File: config.mk
export PLATFORM = sky130hd
export DESIGN_NAME = cos_sim_feeder
export DESIGN_NICKNAME = d
export VERILOG_FILES = /design/src/rtl/cos_sim_feeder_pkg.sv /design/src/rtl/cos_sim_feeder.sv
export SDC_FILE = /design/constraint.sdc
export NUM_CORES = 1
export LEC_CHECK = 0
export CAP_MARGIN = 20
export CORE_MARGIN = 1.5
export CORE_UTILIZATION = 30
export CTS_CLUSTER_SIZE = 28
export DETAILED_ROUTE_END_ITERATION = 6
export REMOVE_ABC_BUFFERS = 1
export SYNTH_ARGS = -nofsm -noshare
export SYNTH_HDL_FRONTEND = slang
export SYNTH_SLANG_ARGS = --single-unit
File: constraint.sdc
create_clock -name clk -period 1.85 [get_ports clk]
set_clock_uncertainty 0.15 [all_clocks]
set_input_delay 0.37 -clock clk [delete_from_list [all_inputs] [get_ports clk]]
set_output_delay 0.37 -clock clk [all_outputs]
set_load 0.01 [all_outputs]
File: src/rtl/cos_sim_feeder_pkg.sv
// Shared definitions for the cosine-similarity engine load feeder.
package cos_sim_feeder_pkg;

  localparam int D_LEN_DEF   = 32;
  localparam int ELE_NUM_DEF = 128;
  localparam int TIMEOUT_DEF = 4096;

  typedef enum logic [2:0] {
    ST_IDLE      = 3'd0,
    ST_LOAD_V1   = 3'd1,
    ST_LOAD_V2   = 3'd2,
    ST_WAIT_DONE = 3'd3,
    ST_RESULT    = 3'd4
  } state_t;

  localparam logic [1:0] SEL_IDLE = 2'd0;
  localparam logic [1:0] SEL_V1   = 2'd1;
  localparam logic [1:0] SEL_V2   = 2'd2;

endpackage

File: src/rtl/cos_sim_feeder.sv
// Host-side feeder for the cosine-similarity engine: streams vct1/vct2
// words into the engine, waits for done (with a watchdog), and holds the
// result for the host.
//
// Handshakes: a host word moves on a rising edge where s_valid & s_ready;
// in the load states s_ready mirrors cs_load_ready, so that one edge is the
// host beat and the engine beat at once. s_valid may not be withdrawn by
// the feeder; the host may drop it at any time. The result moves on a
// rising edge where r_valid & r_ready; r_data is stable while r_valid is
// high and r_ready is low.
module cos_sim_feeder
  import cos_sim_feeder_pkg::*;
#(
  parameter int D_Len   = D_LEN_DEF,
  parameter int Ele_Num = ELE_NUM_DEF,
  parameter int TIMEOUT = TIMEOUT_DEF
) (
  input  logic             clk,
  input  logic             rst_n,
  input  logic             start,
  input  logic             reuse_v1,
  input  logic             clear,
  input  logic             s_valid,
  output logic             s_ready,
  input  logic [D_Len-1:0] s_data,
  output logic             r_valid,
  input  logic             r_ready,
  output logic [D_Len-1:0] r_data,
  output logic             err,
  output logic             busy,
  output logic             v1_loaded,
  output logic             cs_we,
  output logic [1:0]       cs_vct_sel,
  output logic [D_Len-1:0] cs_data,
  input  logic             cs_load_ready,
  input  logic             cs_done,
  input  logic [D_Len-1:0] cs_result,
  output state_t           dbg_state
);

  localparam int IW = $clog2(Ele_Num) + 1;
  localparam int TW = $clog2(TIMEOUT + 1);
  localparam logic [IW-1:0] IDX_LAST = IW'(Ele_Num - 1);
  localparam logic [TW-1:0] TO_LAST  = TW'(TIMEOUT - 1);

  state_t        state;
  logic [IW-1:0] idx;
  logic [TW-1:0] to_cnt;
  logic          beat;

  assign busy      = (state != ST_IDLE);
  assign r_valid   = (state == ST_RESULT);
  assign dbg_state = state;
  assign beat      = s_valid & cs_load_ready &
                     ((state == ST_LOAD_V1) || (state == ST_LOAD_V2));

  // Engine/host load-port steering: pass-through only while loading.
  always_comb begin
    s_ready    = 1'b0;
    cs_we      = 1'b0;
    cs_data    = '0;
    cs_vct_sel = SEL_IDLE;
    case (state)
      ST_LOAD_V1: begin
        cs_vct_sel = SEL_V1;
        cs_we      = s_valid;
        cs_data    = s_data;
        s_ready    = cs_load_ready;
      end
      ST_LOAD_V2: begin
        cs_vct_sel = SEL_V2;
        cs_we      = s_valid;
        cs_data    = s_data;
        s_ready    = cs_load_ready;
      end
      ST_WAIT_DONE: cs_vct_sel = SEL_V2;
      default: ;
    endcase
  end

  // Control FSM with element counter, done watchdog and result capture.
  always_ff @(posedge clk or negedge rst_n) begin
    if (!rst_n) begin
      state     <= ST_IDLE;
      idx       <= '0;
      to_cnt    <= '0;
      err       <= 1'b0;
      v1_loaded <= 1'b0;
      r_data    <= '0;
    end else if (clear) begin
      // Any partially loaded vector is abandoned; engine contents are
      // treated as untrusted so the next run reloads vct1.
      state     <= ST_IDLE;
      idx       <= '0;
      to_cnt    <= '0;
      err       <= 1'b0;
      v1_loaded <= 1'b0;
    end else begin
      case (state)
        ST_IDLE: begin
          if (start) begin
            err <= 1'b0;
            idx <= '0;
            if (reuse_v1 && v1_loaded) begin
              state <= ST_LOAD_V2;
            end else begin
              v1_loaded <= 1'b0;
              state     <= ST_LOAD_V1;
            end
          end
        end
        ST_LOAD_V1: begin
          if (beat) begin
            if (idx == IDX_LAST) begin
              idx       <= '0;
              v1_loaded <= 1'b1;
              state     <= ST_LOAD_V2;
            end else begin
              idx <= idx + 1'b1;
            end
          end
        end
        ST_LOAD_V2: begin
          if (beat) begin
            if (idx == IDX_LAST) begin
              idx    <= '0;
              to_cnt <= '0;
              state  <= ST_WAIT_DONE;
            end else begin
              idx <= idx + 1'b1;
            end
          end
        end
        ST_WAIT_DONE: begin
          if (cs_done) begin
            r_data <= cs_result;
            state  <= ST_RESULT;
          end else if (to_cnt == TO_LAST) begin
            // TIMEOUT cycles elapsed without done: engine state is suspect.
            err       <= 1'b1;
            v1_loaded <= 1'b0;
            state     <= ST_IDLE;
          end else begin
            to_cnt <= to_cnt + 1'b1;
          end
        end
        ST_RESULT: begin
          if (r_ready) state <= ST_IDLE;
        end
        default: state <= ST_IDLE;
      endcase
    end
  end

endmodule
After elaboration in Yosys (flattened, before gate mapping)
Index checks and enable logic that the tools add are counted.
Word-level totals
  memories kept: 0
  input port bits: 73
  register bits after elaboration: 58
  bits in writable memories: 0
  output and inout bits: 75
  word-level logic and storage cells: 84
  ROM bits: 0
  bits in latches: 0
Cells by class
  divide/modulo/power cells: 0
  equal/unequal tests: 18
  add/sub/neg operators: 2
  shift-type cells: 0
  multipliers: 0
  $lt $le $gt $ge: 0
  bitwise logic cells: 3
  mux-type cells: 39
  reductions and logical operators: 16
Operator list (number)
  two-way mux 13 bit: 5
  two-way mux 32 bit: 1
  two-way mux 8 bit: 4
  two-way mux 3 bit: 9
  case mux 13 bit (2 select lines): 1
  != test 3 bit, second input constant: 7
  case mux 8 bit (2 select lines): 1
  case mux 3 bit (5 select lines): 1
  AND reduction 7 bit: 2
  adder 13 x 1 -> 13 bit, second input constant: 1
  == test 13 x 12 -> 1 bit, second input constant: 1
  two-way mux 1 bit: 13
  nonzero test 3 bit: 4
  != test 3 x 2 -> 1 bit, second input constant: 3
  adder 8 x 1 -> 8 bit, second input constant: 1
  == test 8 x 7 -> 1 bit, second input constant: 1
  == test 3 x 2 -> 1 bit, second input constant: 2
  AND reduction 3 bit: 2
  AND reduction 5 bit: 1
  != test 4 bit, second input constant: 1
  case mux 2 bit (2 select lines): 1
  AND reduction 4 bit: 1
  nonzero test 4 bit: 1
  OR reduction 2 bit: 2
  other kinds (11): 12

Longest topological paths before layout
  word-level depth: 6
  depth in mapped cells: 7
  depth with buffers taken out: 6

Worst setup path before layout
Ideal clock, no wire load.
  path kind: register -> register
  from: register to_cnt[0]
  to: register to_cnt[7]
  arrival: 1714 ps
  library setup time: 127 ps
  data required time: 1573 ps
  cell stages (with the launch flop): 7
  buffers on the path: 0
  period minus slack after synthesis: 1992 ps
  slack: -142 ps
  cell sequence: dfrtp_1 ha_1 nand3_1 o41a_1 o211ai_1 a21oi_1 or2_2
Between the ends
  word-level cells in the longest chain between the ends: 5
  elaborated cells on any way between the ends: 8
  those cells by class: 1 x add/sub; 2 x eq/ne; 4 x mux; 1 x reduce/logical
RTL lines
  from (decl): RTL line cos_sim_feeder.sv:48  | logic [TW-1:0] to_cnt;
  from (signal assigned): RTL line cos_sim_feeder.sv:144  | to_cnt <= to_cnt + 1'b1;
  adder 13 x 1 -> 13 bit: RTL line cos_sim_feeder.sv:144
  two-way mux 13 bit: RTL line cos_sim_feeder.sv:138  | end else if (to_cnt == TO_LAST) begin
  two-way mux 13 bit: RTL line cos_sim_feeder.sv:135  | if (cs_done) begin
  case mux 13 bit (2 select lines): RTL line cos_sim_feeder.sv:99  | case (state)
  two-way mux 13 bit: RTL line cos_sim_feeder.sv:90  | end else if (clear) begin
Several ways; a longest one is shown, not always the timed one. The select of a mux whose other input is x is not followed.
A chain may end at the register's enable or synchronous reset.

Final worst setup path
  from: register state[1], in the netlist dbg_state[1]
  to: output port s_ready
Between the ends
  word-level cells in the longest chain between the ends: 3
  elaborated cells on any way between the ends: 4
  those cells by class: 2 x eq/ne; 1 x mux; 1 x reduce/logical
RTL lines
  from (decl): RTL line cos_sim_feeder.sv:46  | state_t state;
  from (signal assigned): RTL line cos_sim_feeder.sv:84  | state <= ST_IDLE;
  from (signal assigned): RTL line cos_sim_feeder.sv:93  | state <= ST_IDLE;
  from (signal assigned): RTL line cos_sim_feeder.sv:105  | state <= ST_LOAD_V2;
  == test 3 x 1 -> 1 bit or == test 3 x 2 -> 1 bit (tied branches): RTL line cos_sim_feeder.sv:63  | case (state)
  OR reduction 2 bit (no source line) *
  two-way mux 1 bit *: RTL line cos_sim_feeder.sv:63
  to (decl): RTL line cos_sim_feeder.sv:24  | output logic s_ready,
Mark *: on every way between the ends. The rest lies on a longest branch, timed or not.

==> flow_metrics.tcl <==
set metrics [dict create \
    status "complete, but fails checks" \
    violations "setup timing" \
    crit_path_end_kind "output pin" \
    firstDrtPassIters 4 \
    netlist_instances 300 \
    antenna_found_initial 0 \
    wirelength_um 9703 \
    row_count 36 \
    cts_made_buffers 9 \
    utilization_pct 59.22 \
    postRouteAntennaNets 0 \
    crit_required_ns 1.33 \
    most-common-layout-cells "clkdlybuf4s50_1 (106), buf_4 (63), dfrtp_1 (58)" \
    crit_arrival_ns 1.67 \
    antenna_cells 0 \
    ys_warn_count 0 \
    num_vias 3156 \
    clock_sinks 58 \
    vdd_ir_drop_max_mv 0.8043 \
    register_area_mm2 0.001451 \
    area_growth_syn_to_layout_pct 92.19 \
    htree_levels 3 \
    path_common_cell "buf_6" \
    cap_violations 0 \
    io_buffers 147 \
    cp_top_family "buffers and inverters" \
    num_io_pins 148 \
    clk_path_buf_depth 2 \
    dr.first_iter.drc_count 80 \
    layout.nets 602 \
    drive_gt1_share_pct 41.62 \
    synth_cell_types 42 \
    cts_tree "yes" \
    grt-ovfl-total 0 \
    tightestPinTransition_ns 0.4113 \
    grt_usage_pct 18.45 \
    timing_worst_setup_path_type "reg -> out" \
    crit_buf_inv 3 \
    slowest_stage "dfrtp_1" \
    avgSynthCellArea_um2 10.04 \
    n_fill_cell 852 \
    synth_seq_area_share_pct 48.19 \
    final_common_cell "clkdlybuf4s50_1" \
    synth_area_mm2 0.003012 \
    relSlewSlack_pct 72.58 \
    critPathLaunchType "flop" \
    die_h_um 103.2 \
    setup_tns_ns -18.03 \
    initial_core_util_pct 30.81 \
    root_buffer "clkbuf_8" \
    total_power_mw 7.563 \
    grt_pass1_wl_um 15060 \
    p_leak_nw 2.628 \
    finalSetupViolCount 87 \
    core_area_mm2 0.009774 \
    gp_congestion 0.8454 \
    synth_ff_type "dfrtp_1" \
    period_needed_ns 2.189 \
    dp_hpwl_um 6574 \
    slew_violations 0 \
    hold_viol_final 0 \
    wl_per_cell_um 14.61 \
    rsz0062_at_grt "true" \
    slowest_delay_ns 0.38 \
    dieArea_mm2 0.01065 \
    dp_slack_ns -0.3965 \
    synth-edff-count 0 \
    power-per-cell-area_mw_per_mm2 1307 \
    vias_per_cell 4.753 \
    hold_class "reg -> reg" \
    path_clk_slew_ns 0.07 \
    max_freq_ghz 0.4568 \
    multi_input_area_mm2 0.001710 \
    die_w_um 103.2 \
    fin_ws_ns -0.3389 \
    path_cells "xor2_1, and2b_2, buf_6, clkbuf_16, and2_4, buf_6" \
    finalCritPeriodShare_pct 118.3 \
    insertion_delay_ns 0.33 \
    async_reset_ff_share_pct 100.0 \
    grt_max_degree 27 \
    synth_seq_cells 58 \
    path_max_fanout 4 \
    grt_pass1_vias 3194 \
    drc 0 \
]
-- cell families after synthesis --
| logic type | synth area share [%] |
|---|---|
| adder cells (fa/ha/maj) | 0.8308 |
| XOR/XNOR | 0.2909 |
| AO/OA/AOI/OAI | 11.34 |
| AND/OR/NAND/NOR | 24.55 |
| multiplexers | 11.97 |
| buffers and inverters | 2.825 |
| flip-flops | 48.19 |
-- metrics by stage --
| step | instance area (um^2) | cells | hold slack, ns |
|---|---|---|---|
| global placement | 5081 | 628 | 0.1682 |
| detailed placement | 5081 | 628 | 0.1837 |
| CTS | 5528 | 660 | 0.3464 |
| finish | 5788 | 664 | 0.3428 |
| floorplan | 2953 | 287 | -0.07559 |
| global route | 5788 | 664 | 0.3681 |
-- routing by layer --
metal	up-vias	wire length, um	track usage [%]
met5	-	0	0
met2	150	4888	33.05
met4	0	113	6.237
met3	12	835	4.099
met1	1471	3866	21.88
li1	1523	-	-
-- worst paths after layout --
kind	to	depth (start not counted)	slack [ns]	from
setup / recovery	s_ready	6	-0.34	dbg_state[1]$_DFFE_PN0P_
max in group asynchronous	r_data[23]$_DFFE_PN0P_	3	0.52	rst_n
min in group asynchronous	r_data[0]$_DFFE_PN0P_	2	0.35	rst_n
hold reg to reg	err$_DFFE_PN0P_	1	0.34	err$_DFFE_PN0P_
hold / removal	err$_DFFE_PN0P_	1	0.34	err$_DFFE_PN0P_
setup reg to reg	r_data[17]$_DFFE_PN0P_	7	-0.25	dbg_state[0]$_DFFE_PN0P_
-- area by class of cell --
type                            instances  area share [%]
Multi-Input combinational cell        222           29.55
Clock buffer                            9           2.140
Timing Repair Buffer                  229           38.48
Clock inverter                          6           1.427
Inverter                                7          0.4540
Tap cell                              133           2.875
Sequential cell                        58           25.08
-- worst register-to-register path, delay by kind of cell, from the launching register on --
family	cells	cell delay (ns)
buffers and inverters	3	0.65
AND/OR/NAND/NOR	3	0.48
multiplexers	1	0.33
flip-flops	1	0.38
-- state kept, by name, indices dropped and copies added, names as in the netlist --
name and cells:
r_data 32, to_cnt 13, idx 8, dbg_state 3, err 1, v1_loaded 1
-- report_power, final --
part	switching (mW)	internal, mW	leakage [nW]	total, mW
Clock	0.514	0.743	0.105	1.26
Combinational	1.76	2.72	1.76	4.48
Sequential	0.181	1.64	0.767	1.83
Total	2.45	5.11	2.63	7.56
-- timing repair --
action,in CTS,in global routing
resized for setup,190,59
setup buffers,11,5
pin swaps,25,21
endpoints found under the setup margin,90,96
cloned,6,1
hold buffers,1,0
endpoints found under the hold margin,14,0
-- Yosys cell counts, types with 2 or more instances --
library cell	instances	area (um^2)
o211ai_1	2	15.01
ha_1	2	25.02
buf_2	5	25.02
o21ai_0	21	105.1
mux2_2	32	360.4
and2_1	37	231.5
o21ai_1	8	40.04
and2b_1	2	15.01
nand3_1	13	65.06
inv_1	7	26.28
o41ai_1	2	17.52
nand2_1	23	86.33
or3_1	5	31.28
nand2b_1	3	18.77
or4_1	2	15.01
clkbuf_1	7	26.28
nor2b_1	2	12.51
or2_2	2	12.51
a22o_1	2	17.52
dfrtp_1	58	1451
a21oi_1	9	45.04
nor2_1	21	78.83
o31ai_1	4	30.03
nor3_1	11	55.05
nand4b_1	2	17.52
and3_1	2	12.51
Power figures use the tool's default switching activity.
